<file path="config.mk">
export PLATFORM = sky130hd
export DESIGN_NAME = mdu_sequencer
export DESIGN_NICKNAME = d
export VERILOG_FILES = /design/src/rtl/mdu_sequencer.sv
export SDC_FILE = /design/constraint.sdc
export NUM_CORES = 2
export LEC_CHECK = 0
export CAP_MARGIN = 20
export CORE_UTILIZATION = 60
export DETAILED_ROUTE_END_ITERATION = 16
export DONT_BUFFER_PORTS = 1
export PLACE_DENSITY = 0.74
export SYNTH_ARGS = -nofsm -noshare
export SYNTH_HDL_FRONTEND = slang
export SYNTH_SLANG_ARGS = --single-unit
</file>
<file path="constraint.sdc">
create_clock -name clk -period 20.6 [get_ports clk]
set_input_delay 2.06 -clock clk [delete_from_list [all_inputs] [get_ports clk]]
set_output_delay 2.06 -clock clk [all_outputs]
set_load 0.01 [all_outputs]
</file>
<file path="src/rtl/mdu_sequencer.sv">
// Iterative RV64 M-extension unit: radix-2 shift-add multiply and restoring divide.
// Holds the pipeline via stall while iterating, then pulses done with the result.
module mdu_sequencer #(
    parameter int XLEN = 64
) (
    input  logic            clk,
    input  logic            reset,
    input  logic            valid,
    input  logic [2:0]      op,
    input  logic            word,
    input  logic [XLEN-1:0] a,
    input  logic [XLEN-1:0] b,
    input  logic            flush,
    output logic            stall,
    output logic            done,
    output logic [XLEN-1:0] result
);
    localparam int CW = $clog2(XLEN) + 1;
    localparam logic [2:0] OP_MUL  = 3'b000;
    localparam logic [2:0] OP_DIV  = 3'b001;
    localparam logic [2:0] OP_DIVU = 3'b010;
    localparam logic [2:0] OP_REM  = 3'b011;
    localparam logic [2:0] OP_REMU = 3'b100;

    typedef enum logic [1:0] {IDLE, CALC, DONE} state_t;

    state_t          state;
    logic [CW-1:0]   cnt;
    logic [2:0]      op_q;
    logic            word_q, neg_q, neg_r;
    logic [XLEN-1:0] acc_q, sh_q, opd_q;

    function automatic logic [XLEN-1:0] fix_word(input logic w, input logic [XLEN-1:0] v);
        return w ? {{(XLEN-32){v[31]}}, v[31:0]} : v;
    endfunction

    // Operand decode on the execute-stage inputs, used only on the accept edge.
    logic            sext_in, div_signed, is_div, illegal, div_zero, overflow, special;
    logic            a_neg, b_neg;
    logic [XLEN-1:0] ax, bx, a_mag, b_mag, min_val, special_res;

    always_comb begin
        sext_in    = (op == OP_MUL) || (op == OP_DIV) || (op == OP_REM);
        div_signed = (op == OP_DIV) || (op == OP_REM);
        is_div     = (op != OP_MUL) && (op <= OP_REMU);
        illegal    = (op > OP_REMU);
        ax = a;
        bx = b;
        if (word) begin
            ax = {{(XLEN-32){sext_in & a[31]}}, a[31:0]};
            bx = {{(XLEN-32){sext_in & b[31]}}, b[31:0]};
        end
        a_neg   = div_signed && ax[XLEN-1];
        b_neg   = div_signed && bx[XLEN-1];
        a_mag   = a_neg ? -ax : ax;
        b_mag   = b_neg ? -bx : bx;
        min_val = word ? {{(XLEN-31){1'b1}}, {31{1'b0}}} : {1'b1, {(XLEN-1){1'b0}}};
        div_zero = (bx == '0);
        overflow = div_signed && (ax == min_val) && (bx == '1);
        special  = illegal || (is_div && (div_zero || overflow));

        special_res = '0;
        if (!illegal) begin
            if (div_zero)
                special_res = ((op == OP_DIV) || (op == OP_DIVU)) ? '1 : ax;
            else if (overflow)
                special_res = (op == OP_DIV) ? ax : '0;
        end
    end

    // One iteration step: the same three registers serve both algorithms.
    logic [XLEN:0]   trial;
    logic            ge;
    logic [XLEN-1:0] acc_sub, acc_n, sh_n, opd_n, raw, calc_res;
    logic [CW-1:0]   last_cnt;

    always_comb begin
        trial   = {acc_q, sh_q[XLEN-1]};
        ge      = trial >= {1'b0, opd_q};
        acc_sub = trial[XLEN-1:0] - opd_q;
        if (op_q == OP_MUL) begin
            acc_n = acc_q + (sh_q[0] ? opd_q : '0);
            sh_n  = sh_q >> 1;
            opd_n = opd_q << 1;
        end else begin
            acc_n = ge ? acc_sub : trial[XLEN-1:0];
            sh_n  = {sh_q[XLEN-2:0], ge};
            opd_n = opd_q;
        end
        case (op_q)
            OP_MUL:          raw = acc_n;
            OP_DIV, OP_DIVU: raw = neg_q ? -sh_n : sh_n;
            default:         raw = neg_r ? -acc_n : acc_n;
        endcase
        calc_res = fix_word(word_q, raw);
        last_cnt = word_q ? CW'(31) : CW'(XLEN-1);
    end

    assign stall = valid && (state != DONE) && !reset;

    // NOTE: the datapath registers are reset too; they are few and this keeps
    // simulation free of X propagation through the iteration logic.
    always_ff @(posedge clk or posedge reset) begin
        if (reset) begin
            state  <= IDLE;
            cnt    <= '0;
            op_q   <= '0;
            word_q <= 1'b0;
            neg_q  <= 1'b0;
            neg_r  <= 1'b0;
            acc_q  <= '0;
            sh_q   <= '0;
            opd_q  <= '0;
            result <= '0;
            done   <= 1'b0;
        end else begin
            done <= 1'b0;
            case (state)
                IDLE: begin
                    if (valid && !flush) begin
                        op_q   <= op;
                        word_q <= word;
                        neg_q  <= a_neg ^ b_neg;
                        neg_r  <= a_neg;
                        cnt    <= '0;
                        acc_q  <= '0;
                        if (op == OP_MUL) begin
                            sh_q  <= bx;
                            opd_q <= ax;
                        end else begin
                            sh_q  <= word ? (a_mag << (XLEN-32)) : a_mag;
                            opd_q <= b_mag;
                        end
                        if (special) begin
                            state  <= DONE;
                            result <= fix_word(word, special_res);
                            done   <= 1'b1;
                        end else begin
                            state <= CALC;
                        end
                    end
                end
                CALC: begin
                    if (flush) begin
                        state <= IDLE;
                    end else begin
                        acc_q <= acc_n;
                        sh_q  <= sh_n;
                        opd_q <= opd_n;
                        cnt   <= cnt + 1'b1;
                        if (cnt == last_cnt) begin
                            state  <= DONE;
                            result <= calc_res;
                            done   <= 1'b1;
                        end
                    end
                end
                default: state <= IDLE;
            endcase
        end
    end
endmodule

</file>
; Word level (Yosys, flattened, before mapping)
; Cells that the tools add are included.
[op_classes]
addsub = 7
order_cmp = 3
n_eq_ne = 16
mux = 51
n_bitwise = 3
reduce_logical = 29
[op_table]
columns = cell, n
row1 = 64-bit two-way mux, 31
row2 = 64-bit case mux with 2 select lines, 5
row3 = 64-bit negator, 4
row4 = 65-bit by 64-bit greater-or-equal comparator with 1-bit output, 1
row5 = 64-bit adder, 1
row6 = 64-bit equality test, 1
row7 = "64-bit equality test, second input constant", 1
row8 = 64-bit logical NOT, 1
row9 = 64-bit subtractor, 1
row10 = 63-bit two-way mux, 1
row11 = 7-bit two-way mux, 2
row12 = 7-bit case mux with 2 select lines, 1
row13 = "2-bit != test, second input constant", 6
row14 = "3-bit by 2-bit equality test with 1-bit output, second input constant", 3
row15 = 1-bit logical AND, 9
row16 = 2-bit two-way mux, 4
row17 = "7-bit by 1-bit adder with 7-bit output, second input constant", 1
row18 = 7-bit by 6-bit equality test with 1-bit output, 1
row19 = "3-bit by 1-bit equality test with 1-bit output, second input constant", 2
row20 = 3-bit logical NOT, 2
row21 = 1-bit logical OR, 6
row22 = 6-bit two-way mux, 1
row23 = 5-bit AND reduction, 1
row24 = 1-bit two-way mux, 4
row25 = 16 further kinds, 19
[totals]
regBits = 272
inputBits = 136
output_inout_bits = 66
elab_cells = 120

; Longest topological paths before layout
[logic_depth]
depth_word = 15
ltp_mapped = 27
depth_no_buf = 22

; Worst setup path after synthesis
; OpenSTA, ideal clock, no wires.
[synth_path]
kind = input-to-output
startpoint = input port reset
endpoint = output port stall
arrival_ns = 8.446
required_time_ns = 18.540
slack_ns = 10.094
cell_stages = 2
n_path_buf = 0
cell_sequence = inv_1 -> and3_1
[synth_via]
elab_chain_cells = 2
[synth_lines]
columns = item, line_no
row1 = from (decl), 7  ; input logic reset,
row2 = 1-bit logical NOT (no source line), -
row3 = 1-bit logical AND, 99  ; assign stall = valid && (state != DONE) && !reset;
row4 = to (decl), 14  ; output logic stall,
; Every way passes these cells.

; Final worst setup path
[layout_path]
startpoint = register sh_q[0]
endpoint = register result[57]
[layout_via]
elab_chain_cells = 10
elab_cells_between_ends = 13
[layout_lines]
columns = item, line_no
row1 = from (decl), 31  ; logic [XLEN-1:0] acc_q, sh_q, opd_q;
row2 = from (signal assigned), 131  ; sh_q <= word ? (a_mag << (XLEN-32)) : a_mag;
row3 = from (signal assigned), 148  ; sh_q <= sh_n;
row4 = 64-bit two-way mux, 82  ; acc_n = acc_q + (sh_q[0] ? opd_q : '0);
row5 = 64-bit adder, 82
row6 = 64-bit two-way mux, 81  ; if (op_q == OP_MUL) begin
row7 = 64-bit negator, 93  ; default: raw = neg_r ? -acc_n : acc_n;
row8 = 64-bit two-way mux, 93
row9 = 64-bit case mux with 2 select lines (*), 90  ; case (op_q)
row10 = 64-bit two-way mux (*), 34  ; return w ? {{(XLEN-32){v[31]}}, v[31:0]} : v;
row11 = 64-bit two-way mux (*), 151  ; if (cnt == last_cnt) begin
row12 = 64-bit two-way mux (*), 144  ; if (flush) begin
row13 = 64-bit case mux with 2 select lines (*), 118  ; case (state)
row14 = to (signal assigned), 136  ; result <= fix_word(word, special_res);
row15 = to (signal assigned), 153  ; result <= calc_res;
row16 = to (decl), 16  ; output logic [XLEN-1:0] result
; Every way passes the cells marked *; elsewhere a longest branch is shown, timed or not. The select of a mux whose other input is x is not followed.
; A chain may end at the register's enable or synchronous reset.

==> flow_metrics.py <==
metrics = {
    "layout": {
        "nFillCells": 5167,
        "layout.cells.non_filler": 5278,
        "area_growth_pct": 3.386,
        "drive_gt1_share_pct": 5.276,
        "stdcell_area_um2": 34650,
        "final_common_cell": "nand2_1",
        "layout.nets": 4778,
        "mostFrequentLayoutCells": "569 x nand2_1, 518 x a21oi_1, 468 x o21ai_0",
        "n_antenna_cell": 0,
    },
    "logic_synthesis": {
        "synth_xor_area_share_pct": 7.604,
        "synth-simple-area-share_pct": 24.19,
        "synth.distinct_cells": 122,
        "synth_mux_area_share_pct": 2.676,
        "syn_area_per_cell_um2": 7.020,
        "ys_seq_area_share_pct": 20.31,
        "syn_inst": 4775,
        "synth_compound_area_share_pct": 34.21,
        "netlist_area_um2": 33520,
        "synth_edf_count": 0,
        "synth_top_family_by_area": "compound AO/OA/AOI/OAI gates",
        "yosysTopAreaCell": "dfrtp_1",
        "synth_nets": 5047,
        "synth_async_sr_flop_share_pct": 100.0,
        "synth_flop_cell": "dfrtp_1",
        "yosysWarnings": 0,
        "synth_adder_area_share_pct": 5.122,
        "ys_ff_latch": 272,
        "yosysTopAreaCellShare_pct": 20.31,
        "netlist_top_cells_area": "dfrtp_1 20%, a21oi_1 7.7%, o21ai_0 7.0%, nand2_1 6.4%, nor2_1 5.2%",
    },
    "place": {
        "io_buffer_count": 0,
        "dp_hpwl_um": 118200,
        "dpl_worst_slack_ns": 13.85,
        "gp_routability_congestion": 1.122,
        "placed_cells": 5212,
        "dpl-instance-area_um2": 33470,
    },
    "timing": {
        "max_freq_mhz": 142.0,
        "fin_setup_tns_ns": 0,
        "hold_viol_final": 0,
        "finClkSkew_ns": 0.02635,
        "rsz0062_at_grt": "no",
        "post-route-period-util_pct": 34.19,
        "setup_viol_count_final": 0,
        "final.setup.worst_slack_ns": 13.56,
        "slew_headroom_pct": 17.22,
        "tightest_slew_ns": 1.234,
        "post-route-min-period_ns": 7.044,
        "slew_violations": 0,
    },
    "global_route": {
        "grt_pass1_wl_um": 221900,
        "top_usage_layer": "met2",
        "grt_use_total_pct": 52.04,
        "met3_usage_pct": 22.83,
        "grt_max_degree": 115,
        "antenna_found_initial": 4,
        "grt_pass1_vias": 34130,
        "met2_usage_pct": 71.28,
        "gr-total-overflow": 0,
        "met1_usage_pct": 70.36,
    },
    "die": {
        "core_um2": 55090,
        "dieArea_um2": 56810,
        "die_w_um": 238.4,
        "rows": 86,
        "start_util_pct": 60.84,
        "die_y_um": 238.4,
        "ios": 202,
    },
    "setup_path": {
        "crit_path_end": "result[57]",
        "cp-startpoint": "sh_q[0]",
        "cp.required_ns": 21.07,
        "worstPathMaxFanout": 64,
        "reg2reg_slack_ns": 13.56,
        "startpoint_type": "register",
        "critPathKind": "reg2reg",
        "rr_endpoint": "result[57]",
        "end_kind": "register",
        "reg2reg_depth": 18,
        "critPathArrivalTime_ns": 7.51,
        "r2r_start": "sh_q[0]",
    },
    "clock_tree": {
        "clk_pin_slew_ns": 0.07,
        "cts_tree": "built",
        "ctsResizeCount": 0,
        "postCtsSetupBuffers": 0,
        "cts_buffers": 30,
        "ctsHoldBuffers": 0,
        "clk_latency_ns": 0.62,
        "clk_path_buf_depth": 3,
        "cts_sinks": 272,
        "clockRootBuffer": "clkbuf_16",
        "h-tree-depth": 1,
    },
    "drt": {
        "finalWirelength_um": 154000,
        "drt-initial-drc-count": 6512,
        "firstDrtPassIters": 10,
        "vias_per_cell": 7.390,
        "post-route-drc-count": 0,
        "via_count": 39010,
        "wl_per_cell_um": 29.17,
        "ant_nets": 0,
    },
    "worst_hold_path": {
        "hp-class": "reg2reg",
        "hold_depth": 2,
    },
    "power_and_ir_drop": {
        "irDropWorstVdd_mv": 0.08294,
        "p_per_area_nw_per_um2": 139.2,
        "leakage_nw": 13.78,
        "p_total_mw": 4.823,
    },
    "run": {
        "drv_cap": 0,
    },
    "run_status": {
        "status": "finished clean",
    },
}
-- cells by family after synthesis --
group	Yosys count
muxes	85
and+or+nand+nor	1707
buffers and inverters	492
DFF	272
adders and majority gates	136
xor gates and xnor gates	291
AOI/OAI and AO/OA	1792
-- through the flow --
| stage | hold WS [ns] | utilization (%) |
|---|---|---|
| after detailed placement | 0.4886 | 60.75 |
| after global routing | 0.5406 | 62.90 |
| after global placement | 0.4794 | 60.75 |
| final | 0.5017 | 62.90 |
| after floorplan | 0.4545 | - |
| after CTS | 0.5038 | 62.76 |
-- flip-flops by register name (all words and copies together) (netlist names) --
register  cells
state         2
acc_q        64
cnt           7
done          1
op_q          3
neg_r         1
word_q        1
neg_q         1
sh_q         64
result       64
opd_q        64
-- per-layer routing --
metal  up-vias  routed length, um
li1      17090                  -
met1     18220              58800
met2      3200              60080
met3       491              26800
met4         4               8259
met5         -                 42
-- critical path, stage by stage (launching register included) --
cell and delay [ns]:
dfrtp_1 0.41, buf_4 0.30, and2_1 0.26, ha_1 0.38
and2_4 0.20, nand3_2 0.28, a211oi_1 0.78, nor3b_1 0.14
o31ai_1 0.84, xor2_1 0.40, nor2_1 0.18, a31o_2 0.18
nand3b_1 0.15, or3_1 0.60, and4_1 0.33, o31ai_1 0.50
nand2_1 0.37, nor2_1 0.43, nor3_1 0.12
-- synth_stat cells (12+ instances only) --
library cell and count:
o41ai_1 17, nor2b_1 20, and2_1 86, a21o_1 77
nand4_1 90, nand3_1 93, a21boi_0 13, and4_1 15
a22oi_1 19, a221oi_1 30, o211a_1 18, and3_1 21
o21bai_1 24, or2_2 20, a21oi_1 519, a31oi_1 63
inv_1 127, xor2_1 140, nand2_1 570, ha_1 134
dfrtp_1 272, xnor2_1 151, a221o_1 12, buf_1 33
nand3b_1 16, a22o_1 34, mux2i_1 75, o21ai_1 22
a211oi_1 129, nand2b_1 23, o21ai_0 468, nor4_1 49
o31ai_1 55, o211ai_1 42, a31o_2 13, nor3_1 117
o21a_1 39, o22ai_1 19, a311oi_1 16, clkbuf_1 258
or3_1 60, o221ai_1 30, nor2_1 460, buf_2 61
-- how the worst min path moves through the flow --
stage | start | end | slack (ns)
floorplan | sh_q[35] | sh_q[35] | 0.45
global placement | cnt[1] | cnt[1] | 0.48
detailed placement | sh_q[35] | sh_q[35] | 0.49
CTS | sh_q[35] | sh_q[35] | 0.50
global route | sh_q[35] | sh_q[35] | 0.54
finish | sh_q[35] | sh_q[35] | 0.50
-- where the power goes --
group / internal [mW] / total, mW / switching (mW)
Combinational: 1.02 / 3.19 / 2.18
Clock: 0.363 / 0.627 / 0.264
Sequential: 0.714 / 1.00 / 0.288
-- area by class of cell --
type	count	area [um^2]	area share, %
clock inverters	17	235.2	0.6788
well taps	748	935.9	2.701
inverters	128	488.0	1.408
repair buffers	63	485.5	1.401
multi-input cells	4011	24830	71.64
clock buffers	39	875.8	2.527
flip-flops and latches	272	6808	19.65
(Power assumes the default switching activity.)
